==> config.mk <==
export PLATFORM = sky130hd
export DESIGN_NAME = block_expand
export DESIGN_NICKNAME = d
export VERILOG_FILES = /design/src/rtl/block_expand.sv
export SDC_FILE = /design/constraint.sdc
export NUM_CORES = 1
export LEC_CHECK = 0
export ABC_AREA = 0
export ABC_CLOCK_PERIOD_IN_PS = 1900
export CORE_MARGIN = 2
export CORE_UTILIZATION = 50
export DETAILED_ROUTE_END_ITERATION = 10
export PLACE_DENSITY = 0.83
export SYNTH_ARGS = -nofsm -noshare
export SYNTH_HDL_FRONTEND = slang
export SYNTH_SLANG_ARGS = --single-unit
==> constraint.sdc <==
create_clock -name mclk -period 1.9 [get_ports mclk]
set_clock_uncertainty 0.15 [all_clocks]
set_input_delay 0.285 -clock mclk [delete_from_list [all_inputs] [get_ports mclk]]
set_output_delay 0.285 -clock mclk [all_outputs]
set_load 0.1 [all_outputs]
==> src/rtl/block_expand.sv <==
// Block-floating-point expander: applies a per-frame left-shift exponent to each sample
// and reduces to OUT_W bits. Define BLOCK_EXPAND_SAT_EN to saturate instead of wrap.
module block_expand #(
   parameter int IN_W      = 10,
   parameter int OUT_W     = 16,
   parameter int EXP_W     = 3,
   parameter int FRAME_LEN = 16
) (
   input  logic                    mclk,
   input  logic                    i_rst_n,
   input  logic                    i_vld,
   input  logic                    i_sof,
   input  logic [EXP_W-1:0]        i_exp,
   input  logic signed [IN_W-1:0]  i_data,
   output logic                    o_vld,
   output logic                    o_sof,
   output logic signed [OUT_W-1:0] o_data,
   output logic                    o_ovf,
   output logic                    o_err
);

   localparam int CNT_W = $clog2(FRAME_LEN);

   typedef enum logic {IDLE, RUN} state_e;

   state_e                   state_q;
   logic [CNT_W-1:0]         cnt_q;
   logic [EXP_W-1:0]         exp_q;

   logic                     s1_vld_q;
   logic                     s1_sof_q;
   logic                     s1_err_q;
   logic signed [IN_W-1:0]   s1_data_q;
   logic [EXP_W-1:0]         s1_shf_q;

   logic                     o_vld_q;
   logic                     o_sof_q;
   logic signed [OUT_W-1:0]  o_data_q;
   logic                     o_ovf_q;
   logic                     o_err_q;

   logic                     accept_d;
   logic                     err_d;
   logic [EXP_W-1:0]         shf_d;
   logic signed [OUT_W-1:0]  res_d;
   logic                     ovf_d;

   // A sof always restarts a frame; a non-sof sample is only legal inside a frame.
   always_comb begin
      accept_d = i_vld & (i_sof | (state_q == RUN));
      err_d    = i_vld & (i_sof == (state_q == RUN));
      shf_d    = i_sof ? i_exp : exp_q;
   end

`ifdef BLOCK_EXPAND_SAT_EN
   localparam int WIDE_W = IN_W + (2 ** EXP_W) - 1;
   localparam int EXT_W  = (WIDE_W > OUT_W) ? WIDE_W : OUT_W;
   localparam logic signed [EXT_W-1:0] MAX_V = {{(EXT_W-OUT_W+1){1'b0}}, {(OUT_W-1){1'b1}}};
   localparam logic signed [EXT_W-1:0] MIN_V = {{(EXT_W-OUT_W+1){1'b1}}, {(OUT_W-1){1'b0}}};

   logic signed [EXT_W-1:0] wide;

   // NOTE: every always_comb output gets a value on every path, so no latch is inferred.
   always_comb begin
      wide  = EXT_W'(s1_data_q) <<< s1_shf_q;
      res_d = wide[OUT_W-1:0];
      ovf_d = 1'b0;
      if (wide > MAX_V) begin
         res_d = {1'b0, {(OUT_W-1){1'b1}}};
         ovf_d = 1'b1;
      end else if (wide < MIN_V) begin
         res_d = {1'b1, {(OUT_W-1){1'b0}}};
         ovf_d = 1'b1;
      end
   end
`else
   // Shifting at OUT_W width yields exactly the low OUT_W bits of the full-width result.
   always_comb begin
      res_d = OUT_W'(s1_data_q) <<< s1_shf_q;
      ovf_d = 1'b0;
   end
`endif

   // NOTE: sequential state uses non-blocking assignments so every register samples pre-edge values.
   always_ff @(posedge mclk) begin
      if (!i_rst_n) begin
         state_q   <= IDLE;
         cnt_q     <= '0;
         exp_q     <= '0;
         s1_vld_q  <= 1'b0;
         s1_sof_q  <= 1'b0;
         s1_err_q  <= 1'b0;
         s1_data_q <= '0;
         s1_shf_q  <= '0;
         o_vld_q   <= 1'b0;
         o_sof_q   <= 1'b0;
         o_data_q  <= '0;
         o_ovf_q   <= 1'b0;
         o_err_q   <= 1'b0;
      end else begin
         if (i_vld) begin
            if (i_sof) begin
               state_q <= RUN;
               cnt_q   <= CNT_W'(1);
               exp_q   <= i_exp;
            end else if (state_q == RUN) begin
               if (cnt_q == CNT_W'(FRAME_LEN - 1)) begin
                  state_q <= IDLE;
                  cnt_q   <= '0;
               end else begin
                  cnt_q <= cnt_q + CNT_W'(1);
               end
            end
         end

         s1_vld_q  <= accept_d;
         s1_sof_q  <= i_vld & i_sof;
         s1_err_q  <= err_d;
         s1_data_q <= i_data;
         s1_shf_q  <= shf_d;

         o_vld_q <= s1_vld_q;
         o_sof_q <= s1_vld_q & s1_sof_q;
         o_ovf_q <= s1_vld_q & ovf_d;
         o_err_q <= s1_err_q;
         if (s1_vld_q) begin
            o_data_q <= res_d;
         end
      end
   end

   assign o_vld  = o_vld_q;
   assign o_sof  = o_sof_q;
   assign o_data = o_data_q;
   assign o_ovf  = o_ovf_q;
   assign o_err  = o_err_q;

endmodule
==> results.tsv, run 1 <==
stage	metric	value	unit
layout	layout.cells.non_filler	284	
critical_path	crit_type	reg -> reg	
clock_tree	cts_max_level	2	
layout	fin_area	2590	um^2
yosys	async_flop_share	0	%
yosys	syn_area	1870	um^2
yosys	synth-edff-count	0	
yosys	syn-num-nets	218	
min_path	hold_class	reg -> reg	
yosys	synth_ff_type	dfxtp_1	
sta	fin_crit	1.71	ns
floorplanning	initial_utilization	51.4	%
layout	layout.nets	254	
floorplanning	io_pins	37	
power_and_ir_drop	p_total	2.21	mW
power_and_ir_drop	irDropWorstVdd	465	uV
clock_tree	cts.sinks	43	
critical_path	arrival	1.74	ns
clock_tree	cts_tree	built	
routing	firstDrtPassIters	4	
layout	layout_common_cells	dfxtp_1 (43), mux2i_1 (22), buf_12 (19)	
yosys	yosysUniqueCellTypes	37	
clock_tree	clockBufferDepth	2	
power_and_ir_drop	leakagePower	1.03	nW
clock_tree	clk_pin_slew	0.07	ns
critical_path	crit_path_end_kind	flop	
sta	tightest_slew	0.555	ns
floorplanning	core_area	3630	um^2
yosys	yosysTopAreaCell	dfxtp_1	
sta	fin_crit_sh	89.9	%
critical_path	crit_fanout	9	
global_routing	grt_usage	19.8	%
clock_tree	post-cts-setup-buffers	0	
place	gp_congestion	0.843	
yosys	avgSynthCellArea	9.39	um^2
yosys	yosys_warnings	0	
routing	postRouteAntennaNets	0	
sta	setup_viol_count_final	0	
routing	detail_route.wl_per_cell	12.4	um
critical_path	worst-r2r-setup-slack	0.19	ns
status	status	finished clean	
clock_tree	numCtsBuffers	5	
layout	layout-drive-gt1-share	16.1	%
sta	final_hold_viol_count	0	
run	drv_cap	0	
min_path	hold_path_depth	1	
critical_path	r2r_cells	4	
clock_tree	clock_latency	0.29	ns
place	dpl_cell_area	2460	um^2
global_routing	grt_pass1_vias	1525	
yosys	synth_area_leaders	dfxtp_1 (46%), mux2i_1 (12%), nor2b_1 (5.7%), and2_1 (4.4%), o21ai_0 (4.0%)	
critical_path	crit_path_start_kind	flop	
global_routing	grt_max_degree	21	
routing	vias_per_cell	5.27	
sta	slew_viol_final	0	
clock_tree	ctsHoldBuffers	0	
layout	syn_to_final_growth	38.7	%
sta	maxSlewHeadroom	63.0	%
floorplanning	die_h	65.1	um
sta	clock.fmax	586	MHz
floorplanning	die_area	4240	um^2
place	port_buffers	35	
global_routing	overflow	0	
yosys	seq_area_frac_synth	46.1	%
routing	drc	0	
global_routing	antenna_found_initial	0	
sta	setup_ws	0.192	ns
critical_path	crit_required	1.93	ns
yosys	synth_top_area_share	46.1	%
global_routing	grt_pass1_wl	6500	um
floorplanning	row_count	22	
yosys	synth_cells	199	
layout	n_antenna_cell	0	
layout	mostFrequentLayoutCell	dfxtp_1	
clock_tree	cts.repair.resized	0	
routing	drt_iter0_drc	95	
clock_tree	clockRootBuffer	clkbuf_8	
place	place.detailed.hpwl	2650	um
yosys	ys_ff_latch	43	
place	dp_slack	-0.0163	ns
layout	fillers	272	
routing	via_count	1496	
sta	rsz0062_at_grt	false	
sta	tns	0	ns
floorplanning	fp.dieW	65.1	um
power_and_ir_drop	cellPowerDensity	851	nW/um^2
place	place_inst	276	
routing	finalWirelength	3530	um
[Yosys cell counts, types with 2 or more instances]
cell and n:
mux2i_1 22, a31oi_1 2, inv_1 3, and2_1 13, nand2_1 12, nor2_1 6
nand4_1 2, a21oi_1 9, clkbuf_1 9, a21boi_0 5, o22ai_1 3, dfxtp_1 43
ha_1 2, o21ai_0 15, nor3_1 2, nand3_1 6, nand2b_1 4, buf_4 3
o21a_1 2, nor2b_1 17, and3_1 2, buf_2 2
[area by class of cell]
type	count	area (um^2)	area share, %
Inverter	3	11.3	0.434
Timing Repair Buffer	44	608	23.5
Clock inverter	2	60.1	2.32
Sequential cell	43	861	33.2
Tap cell	48	60.1	2.32
Multi-Input combinational cell	138	920	35.5
Clock buffer	6	72.6	2.80
[registers in the layout, indices dropped and copies added (netlist names), 3 cells and up]
name and flops:
cnt_q 4, exp_q 3, o_data 16, s1_data_q 10, s1_shf_q 3
[kinds of logic after synthesis]
| kind of cell | Yosys count | share of synthesized area, % |
|---|---|---|
| and+or+nand+nor | 68 | 20.1 |
| AOI/OAI and AO/OA | 43 | 14.0 |
| DFF | 43 | 46.1 |
| muxes | 24 | 13.6 |
| buffers and inverters | 18 | 4.75 |
| adders and majority gates | 2 | 1.34 |
| other | 1 | 0.201 |
[layer usage]
layer / vias up / GRT usage (%) / part of all wire (%)
met2: 36 / 34.5 / 51
met1: 695 / 22.9 / 43
li1: 756 / - / -
met3: 9 / 5.65 / 4.6
met4: 0 / 8.07 / 1.8
met5: - / 0 / 0
[critical path, stage by stage, from the launching register on]
cell	delay, ns
dfxtp_1	0.59
mux2i_1	0.34
mux2i_1	0.13
a221oi_1	0.31
nor2b_1	0.07
[metrics by stage]
stage,utilization (%),hold slack [ns]
final,71.3,0.287
after global routing,71.3,0.321
after CTS,71.3,0.289
after detailed placement,67.7,0.268
after global placement,67.7,0.268
after floorplan,-,0.262
[where the power goes]
part	internal [mW]	total, mW	switching [mW]
Combinational	0.171	0.401	0.230
Clock	0.525	0.813	0.288
Sequential	0.944	0.992	0.0482
[path summary, 6_finish.rpt]
kind	to	start
setup / recovery	o_data[5]	s1_shf_q[1]
hold / removal	o_err	s1_err_q
setup reg to reg	o_data[5]	s1_shf_q[1]
hold reg to reg	o_err	s1_err_q
Note: power is estimated with default switching activity, not from simulation.
==> run 2: changes to the inputs <==
Settings changed: CORE_ASPECT_RATIO from default to 0.5.
==> results.tsv, run 2 (same netlist as run 1, synthesis figures left out) <==
stage	metric	value	unit	change
status	status	finished clean		
critical_path	crit_path_start_kind	flop		
power_and_ir_drop	cellPowerDensity	791	nW/um^2	-7.0%
layout	layout-drive-gt1-share	15.7	%	-0.36 points
power_and_ir_drop	leakagePower	1.01	nW	-2.1%
floorplanning	io_pins	37		unchanged
floorplanning	row_count	15		-32%
sta	setup_viol_count_final	0		unchanged
clock_tree	cts_max_level	2		unchanged
routing	drt_iter0_drc	89		-6.3%
place	place.detailed.hpwl	2840	um	+7.0%
critical_path	startpoint	s1_shf_q[0]		
floorplanning	die_h	47.2	um	-27%
layout	n_antenna_cell	0		unchanged
sta	maxSlewHeadroom	60.6	%	-2.4 points
layout	layout_common_cells	dfxtp_1 (43), mux2i_1 (22), buf_12 (18)		
critical_path	r2r-start	s1_shf_q[0]		
floorplanning	core_area	3510	um^2	-3.4%
routing	firstDrtPassIters	4		unchanged
place	dpl_cell_area	2440	um^2	-0.66%
critical_path	crit_required	1.93	ns	about the same
run	drv_cap	0		unchanged
clock_tree	clk_pin_slew	0.07	ns	about the same
layout	fillers	264		-2.9%
routing	drc	0		unchanged
critical_path	arrival	1.71	ns	-0.03 ns
clock_tree	clockRootBuffer	clkbuf_8		
clock_tree	post-cts-setup-buffers	0		unchanged
clock_tree	numCtsBuffers	5		unchanged
floorplanning	fp.dieW	90.5	um	+39%
critical_path	crit_path_end_kind	flop		
clock_tree	cts_tree	built		
global_routing	grt_usage	19.2	%	-0.58 points
clock_tree	clock_latency	0.29	ns	about the same
sta	fin_crit	1.68	ns	-0.0324 ns
layout	fin_area	2540	um^2	-1.9%
clock_tree	cts.repair.resized	0		unchanged
clock_tree	clockBufferDepth	2		unchanged
sta	rsz0062_at_grt	false		
clock_tree	ctsHoldBuffers	0		unchanged
global_routing	grt_pass1_vias	1443		-5.4%
min_path	hold_class	reg -> reg		
global_routing	grt_max_degree	18		-14%
critical_path	critPathBufInv	1		+1
clock_tree	cts.sinks	43		unchanged
layout	largest_reg_flops	16		unchanged
place	port_buffers	35		unchanged
layout	mostFrequentLayoutCell	dfxtp_1		
routing	postRouteAntennaNets	0		unchanged
sta	clock.fmax	597	MHz	+1.9%
critical_path	cpLargestDelayFamily	flip-flops		
sta	tns	0	ns	unchanged
global_routing	grt_pass1_wl	6290	um	-3.3%
sta	tightest_slew	0.590	ns	+0.0355 ns
critical_path	crit_chain	buf_4 > mux2i_1 > a221oi_1 > nor2b_1		
routing	detail_route.wl_per_cell	13.4	um	+7.9%
floorplanning	die_area	4270	um^2	+0.69%
sta	fin_crit_sh	88.2	%	-1.7 points
layout	layout.nets	253		-0.39%
critical_path	cpPeakStageDelay	0.67	ns	+0.08 ns
floorplanning	initial_utilization	53.3	%	+1.8 points
routing	vias_per_cell	5.26		-0.10%
routing	finalWirelength	3830	um	+8.7%
min_path	hold_start	s1_err_q		
critical_path	crit_fanout	12		+3
power_and_ir_drop	irDropWorstVdd	600	uV	+29%
place	gp_congestion	0.783		-7.1%
sta	final_hold_viol_count	0		unchanged
critical_path	slowest_stage	dfxtp_1		
critical_path	crit_type	reg -> reg		
global_routing	antenna_found_initial	0		unchanged
sta	slew_viol_final	0		unchanged
layout	syn_to_final_growth	36.1	%	
global_routing	overflow	0		unchanged
routing	via_count	1505		+0.60%
-- run 2: cell type report --
class / count / area (um^2) / share of cell area (%)
inverter: 3 / 11.3 / 0.443
multi-input combinational: 138 / 920 / 36.2
sequential: 43 / 861 / 33.8
timing repair buffer: 43 / 588 / 23.1
tap: 51 / 63.8 / 2.51
clock buffer: 8 / 100 / 3.94
-- run 2: worst paths after layout --
check | end | slack, ns | cells past startpoint
worst max-delay path | o_data[5] | 0.22 | 4
worst min-delay path | o_err | 0.29 | 1
worst min register to register | o_err | 0.29 | 1
worst max register to register | o_data[5] | 0.22 | 4
-- run 2: where the power goes --
group / switching [mW] / internal [mW] / total (mW)
sequential: 0.0470 / 0.944 / 0.991
clock: 0.286 / 0.331 / 0.617
combinational: 0.236 / 0.169 / 0.405
-- run 2: routing by layer --
layer	track usage, %	routed length, um	vias to the layer above	share of wire (%)
met5	0	0	-	0
met4	9.54	44	0	1.1
met3	5.14	167	7	4.4
met2	37.6	2040	40	53
met1	20.7	1580	705	41
li1	-	-	753	-
-- run 2: metrics by stage --
| step | power [mW] | setup WS [ns] | cells | utilization [%] | hold slack [ns] |
|---|---|---|---|---|---|
| 3_5_place_dp | 1.42 | 0.0198 | 278 | 69.6 | 0.278 |
| 3_3_place_gp | 1.40 | 0.0713 | 278 | 69.6 | 0.267 |
| 4_1_cts | 2.03 | 0.208 | 286 | 72.5 | 0.297 |
| 2_1_floorplan | 1.26 | 0.297 | 199 | - | 0.262 |
| 5_1_grt | 2.09 | 0.0609 | 286 | 72.5 | 0.300 |
| 6_report | 2.01 | 0.224 | 286 | 72.5 | 0.292 |
==> run 3: changes to the inputs <==
Settings changed: CORE_MARGIN 2 to 3.
==> results.tsv, run 3 (same netlist as run 1, synthesis figures left out) <==
stage	metric	value	unit	change
status	status	finished clean		
floorplanning	fp.dieW	92.5	um	+2.2%
clock_tree	cts.sinks	43		unchanged
min_path	hold_path_depth	1		unchanged
place	place_inst	276		-0.72%
power_and_ir_drop	cellPowerDensity	828	nW/um^2	+4.6%
sta	setup_viol_count_final	0		unchanged
clock_tree	cts.repair.resized	0		unchanged
critical_path	crit_path_start_kind	primary input		
critical_path	r2r-start	s1_shf_q[0]		
routing	finalWirelength	4050	um	+5.6%
floorplanning	row_count	14		-1
critical_path	crit_fanout	4		-8
sta	rsz0062_at_grt	false		
routing	firstDrtPassIters	4		unchanged
critical_path	crit_path_end_kind	flop		
place	gp_congestion	0.809		+3.3%
sta	final_hold_viol_count	0		unchanged
global_routing	grt_pass1_wl	6800	um	+8.2%
routing	drt_iter0_drc	70		-21%
layout	n_antenna_cell	0		unchanged
clock_tree	clock_latency	0.29	ns	about the same
layout	final_util	78.3	%	+5.9 points
clock_tree	cts_tree	built		
floorplanning	core_area	3280	um^2	-6.7%
critical_path	crit_type	in -> reg		
clock_tree	cts_max_level	2		unchanged
layout	layout.nets	254		+0.40%
min_path	hold_class	reg -> reg		
critical_path	slowest_stage	clkdlybuf4s50_1		
layout	layout-drive-gt1-share	16.9	%	+1.2 points
routing	detail_route.wl_per_cell	14.3	um	+6.3%
routing	postRouteAntennaNets	0		unchanged
min_path	hold_start	s1_err_q		
power_and_ir_drop	irDropWorstVdd	482	uV	-20%
sta	slew_viol_final	0		unchanged
sta	clock.fmax	598	MHz	+0.13%
clock_tree	post-cts-setup-buffers	0		unchanged
clock_tree	numCtsBuffers	5		unchanged
place	port_buffers	35		unchanged
layout	layout.cells.non_filler	284		-0.70%
floorplanning	initial_utilization	57.1	%	+3.8 points
routing	via_count	1534		+1.9%
layout	mostFrequentLayoutCell	dfxtp_1		
global_routing	grt_pass1_vias	1505		+4.3%
floorplanning	die_area	4550	um^2	+6.5%
layout	largest_reg_flops	16		unchanged
critical_path	cpLargestDelayFamily	buffers and inverters		
critical_path	r2r_cells	4		unchanged
clock_tree	clockBufferDepth	2		unchanged
global_routing	grt_usage	18.7	%	-0.49 points
sta	maxSlewHeadroom	57.5	%	-3.1 points
global_routing	grt_max_degree	18		unchanged
critical_path	critPathMostFrequentCell	nor2b_1		
critical_path	crit-reg2reg-capture	o_data[11]		
min_path	hold_path_end	o_err		
power_and_ir_drop	leakagePower	1.02	nW	+1.5%
critical_path	cpPeakStageDelay	0.47	ns	-0.20 ns
clock_tree	clockRootBuffer	clkbuf_8		
floorplanning	die_h	49.2	um	+4.2%
clock_tree	ctsHoldBuffers	0		unchanged
critical_path	critPathBufInv	2		+1
global_routing	overflow	0		unchanged
clock_tree	clk_pin_slew	0.08	ns	about the same
critical_path	crit_required	1.93	ns	about the same
critical_path	worst-r2r-setup-slack	0.23	ns	about the same
place	dpl_cell_area	2450	um^2	+0.15%
sta	fin_crit	1.67	ns	-0.00216 ns
critical_path	arrival	1.71	ns	about the same
routing	vias_per_cell	5.40		+2.6%
run	drv_cap	0		unchanged
place	place.detailed.hpwl	2930	um	+3.1%
critical_path	crit_chain	clkdlybuf4s50_1 > inv_1 > ha_1 > nor2b_1 > o21ai_0 > a22oi_1 > nor2b_1		
sta	fin_crit_sh	88.1	%	-0.11 points
global_routing	antenna_found_initial	0		unchanged
layout	syn_to_final_growth	37.3	%	
layout	layout_common_cells	dfxtp_1 (42), mux2i_1 (22), buf_12 (18)		
routing	drc	0		unchanged
layout	fin_area	2570	um^2	+0.89%
sta	tightest_slew	0.636	ns	+0.0462 ns
floorplanning	io_pins	37		unchanged
## run 3: cell types whose count changed in the layout (fill, tap and decap cells not counted), sizes merged
cell    change
buf         +1
bufinv      +1
clkbuf      -2
clkinv      +1
## run 3: cell type report
class | instances | area [um^2]
Multi-Input combinational cell | 138 | 920
Sequential cell | 43 | 862
Fill cell | 220 | 709
Timing Repair Buffer | 44 | 596
Clock buffer | 6 | 82.6
Tap cell | 48 | 60.1
Clock inverter | 2 | 35.0
Inverter | 3 | 11.3
## run 3: worst max-delay path by stage
stage / end / depth (start not counted) / slack, ns / startpoint
final: cnt_q[2] / 7 / 0.23 / i_sof
after global routing: o_data[5] / 4 / 0.11 / s1_shf_q[1]
after CTS: o_data[5] / 4 / 0.1 / s1_shf_q[1]
after detailed placement: cnt_q[2] / 7 / -0.05 / i_sof
after global placement: cnt_q[2] / 7 / 0.08 / i_sof
after floorplan: cnt_q[2] / 7 / 0.30 / i_sof
## run 3: power breakdown
part / switching [mW] / internal, mW / leakage [nW]
logic: 0.235 / 0.171 / 0.607
registers: 0.0501 / 0.943 / 0.353
clock network: 0.301 / 0.425 / 0.0612
## run 3: routing by layer
layer  part of all wire [%]  track usage (%)  routed length (um)  vias up
li1                       -                -                   -      759
met1                     42             21.2                1680      718
met2                     52             34.2                2110       50
met3                    5.2             4.16                 210        7
met4                    1.1             7.64                  45        0
met5                      0                0                   0        -
## run 3: through the flow
step | total power [mW] | setup slack (ns) | setup TNS (ns) | hold WS, ns
5_1_grt | 2.21 | 0.106 | 0 | 0.305
3_3_place_gp | 1.40 | 0.0784 | 0 | 0.269
3_5_place_dp | 1.42 | -0.0543 | -0.0543 | 0.275
6_report | 2.13 | 0.227 | 0 | 0.290
4_1_cts | 2.14 | 0.0976 | 0 | 0.294
2_1_floorplan | 1.26 | 0.297 | 0 | 0.262
## run 3: worst register-to-register path, cell delays in order, from the launching register on
cell	delay, ns
dfxtp_1	0.67
nand2_1	0.11
mux2_2	0.30
o21ai_0	0.21
o21ai_0	0.12
==> patch (flow settings as in run 1) <==
Remove the register `o_sof_q`: a continuous assignment takes its place, so the output `o_sof` follows one clock earlier.
--- a/src/rtl/block_expand.sv
+++ b/src/rtl/block_expand.sv
@@ -93,7 +93,6 @@
          s1_data_q <= '0;
          s1_shf_q  <= '0;
          o_vld_q   <= 1'b0;
-         o_sof_q   <= 1'b0;
          o_data_q  <= '0;
          o_ovf_q   <= 1'b0;
          o_err_q   <= 1'b0;
@@ -120,7 +119,6 @@
          s1_shf_q  <= shf_d;
 
          o_vld_q <= s1_vld_q;
-         o_sof_q <= s1_vld_q & s1_sof_q;
          o_ovf_q <= s1_vld_q & ovf_d;
          o_err_q <= s1_err_q;
          if (s1_vld_q) begin
@@ -129,6 +127,8 @@
       end
    end
 
+   assign o_sof_q = s1_vld_q & s1_sof_q;
+
    assign o_vld  = o_vld_q;
    assign o_sof  = o_sof_q;
    assign o_data = o_data_q;
Formal check against the unedited RTL: not equivalent (a bounded check fails within 4 cycles, from zero or initial values and one cycle with i_rst_n low).
==> patch against run 1 <==
- sequential cell count decreased by 1
- combinational power increased by 5.5%
- total power decreased by 11%
- final area decreased by 2.1%
- area after synthesis decreased by 1.9%
- clock power decreased by 29%
- setup slack improved by 0.045 ns
- cell count increased by 1.4%
- wire length increased by 0.71%
- sequential power decreased by 2.8%
- critical endpoint is now o_sof
- largest power group unchanged
==> patch: results <==
export IMPL_slowest_delay_ns=0.52
export IMPL_cts_buffer_depth=2
export IMPL_gp_congestion=0.872
export IMPL_ir_drop_mv=0.512
export IMPL_drive_gt1_frac=0.171
export IMPL_wl_met3_um=163
export IMPL_cts_resized=0
export IMPL_track_usage=0.194
export IMPL_outcome="complete, no violations"
export IMPL_fin_nets=258
export IMPL_synth_cell_types=37
export IMPL_crit_end="o_sof"
export IMPL_seq_area_frac_synth=0.458
export IMPL_synthTopCellsByArea="dfxtp_1, mux2i_1, and2_1"
export IMPL_cts_setup_buffers=0
export IMPL_critPathTopFamily="flip-flops"
export IMPL_path_max_fanout=10
export IMPL_htreeDepth=2
export IMPL_r2r_cells=4
export IMPL_drt_iter0_drc=75
export IMPL_cts_clk_slew_worst_paths_ns=0.07
export IMPL_r2r_end="o_data[11]"
export IMPL_grt_pass1_wl_um=6290
export IMPL_wl_met2_um=1830
export IMPL_wl_um=3550
export IMPL_synthArstFlopShare=0
export IMPL_crit_start="s1_vld_q"
export IMPL_antenna_found_initial=0
export IMPL_synthAdderAreaFrac=0.0136
export IMPL_cts_buffers=5
export IMPL_via_per_inst=5.23
export IMPL_cts_root_buf="clkbuf_8"
export IMPL_clk_latency_ns=0.29
export IMPL_antenna_cells=0
export IMPL_synthMuxAreaShare=0.133
export IMPL_yosys_top_cells_count="dfxtp_1, mux2i_1, o21ai_0"
export IMPL_first_pass_iters=4
export IMPL_r2r_start="s1_shf_q[0]"
export IMPL_mappedNetlistNets=219
export IMPL_post_dp_hpwl_um=2690
export IMPL_grt_max_degree=20
export IMPL_yosysWarnings=0
export IMPL_synth_compound_area_frac=0.147
export IMPL_synth_xor_area_frac=0
export IMPL_largest_reg_flops=16
export IMPL_place_area_um2=2450
export IMPL_wl_met1_um=1510
export IMPL_top_layer_used="met4"
export IMPL_first_global_vias=1456
export IMPL_worstPathArrival_ns=1.23
export IMPL_timing_reg2reg_setup_slack_ns=0.25
export IMPL_min_path_type="flip-flop to flip-flop"
export IMPL_worst_path_max_delay_cell="dfxtp_1"
export IMPL_worstMarginPinSlew_ns=0.547
export IMPL_p_leak_nw=1.02
export IMPL_port_buffers=35
## patch: kinds of logic (layout without fill, tap and decap cells)
kind of cell / Yosys count / in the layout
AND/OR/NAND/NOR: 67 / 67
multiplexers: 23 / 23
adder cells (fa/ha/maj): 2 / 2
other: 1 / 1
flip-flops: 42 / 42
AO/OA/AOI/OAI: 45 / 45
buffers and inverters: 20 / 60
## patch: worst min path at each step
stage | start | endpoint | slack, ns | cells after the start
5_1_grt | s1_err_q | o_err | 0.32 | 1
2_1_floorplan | s1_err_q | o_err | 0.26 | 1
3_3_place_gp | s1_err_q | o_err | 0.27 | 1
4_1_cts | s1_err_q | o_err | 0.28 | 1
6_report | s1_err_q | o_err | 0.28 | 1
3_5_place_dp | s1_err_q | o_err | 0.27 | 1
## patch: layout make-up
type | count | area, um^2
fill | 278 | 1070
multi-input combinational | 138 | 900
sequential | 42 | 841
timing repair buffer | 46 | 623
clock buffer | 7 | 86.3
tap | 48 | 60.1
inverter | 6 | 22.5
clock inverter | 1 | 5.00
## patch: report_power, final
group	internal (mW)	switching [mW]
clock	0.293	0.287
sequential	0.923	0.0408
combinational	0.176	0.246
total	1.39	0.574
## patch: worst register-to-register path, stage by stage, from the launching register on
cell,delay (ns)
dfxtp_1,0.67
buf_4,0.25
mux2i_1,0.28
nor2_1,0.07
o21ai_0,0.17
## patch: metal layers
layer,GRT usage,up-vias
met5,0,-
met4,0.0559,0
met3,0.0590,5
met2,0.359,34
met1,0.213,698
li1,-,768
## patch: metrics by stage
stage,setup WS (ns),utilization,hold WS [ns],TNS (ns),cells
after floorplan,0.198,-,0.262,0,200
after global placement,0.0496,0.678,0.267,0,280
after detailed placement,-0.00734,0.678,0.267,-0.00734,280
after CTS,0.222,0.704,0.284,0,288
after global routing,0.106,0.704,0.318,0,288
final,0.237,0.704,0.285,0,288
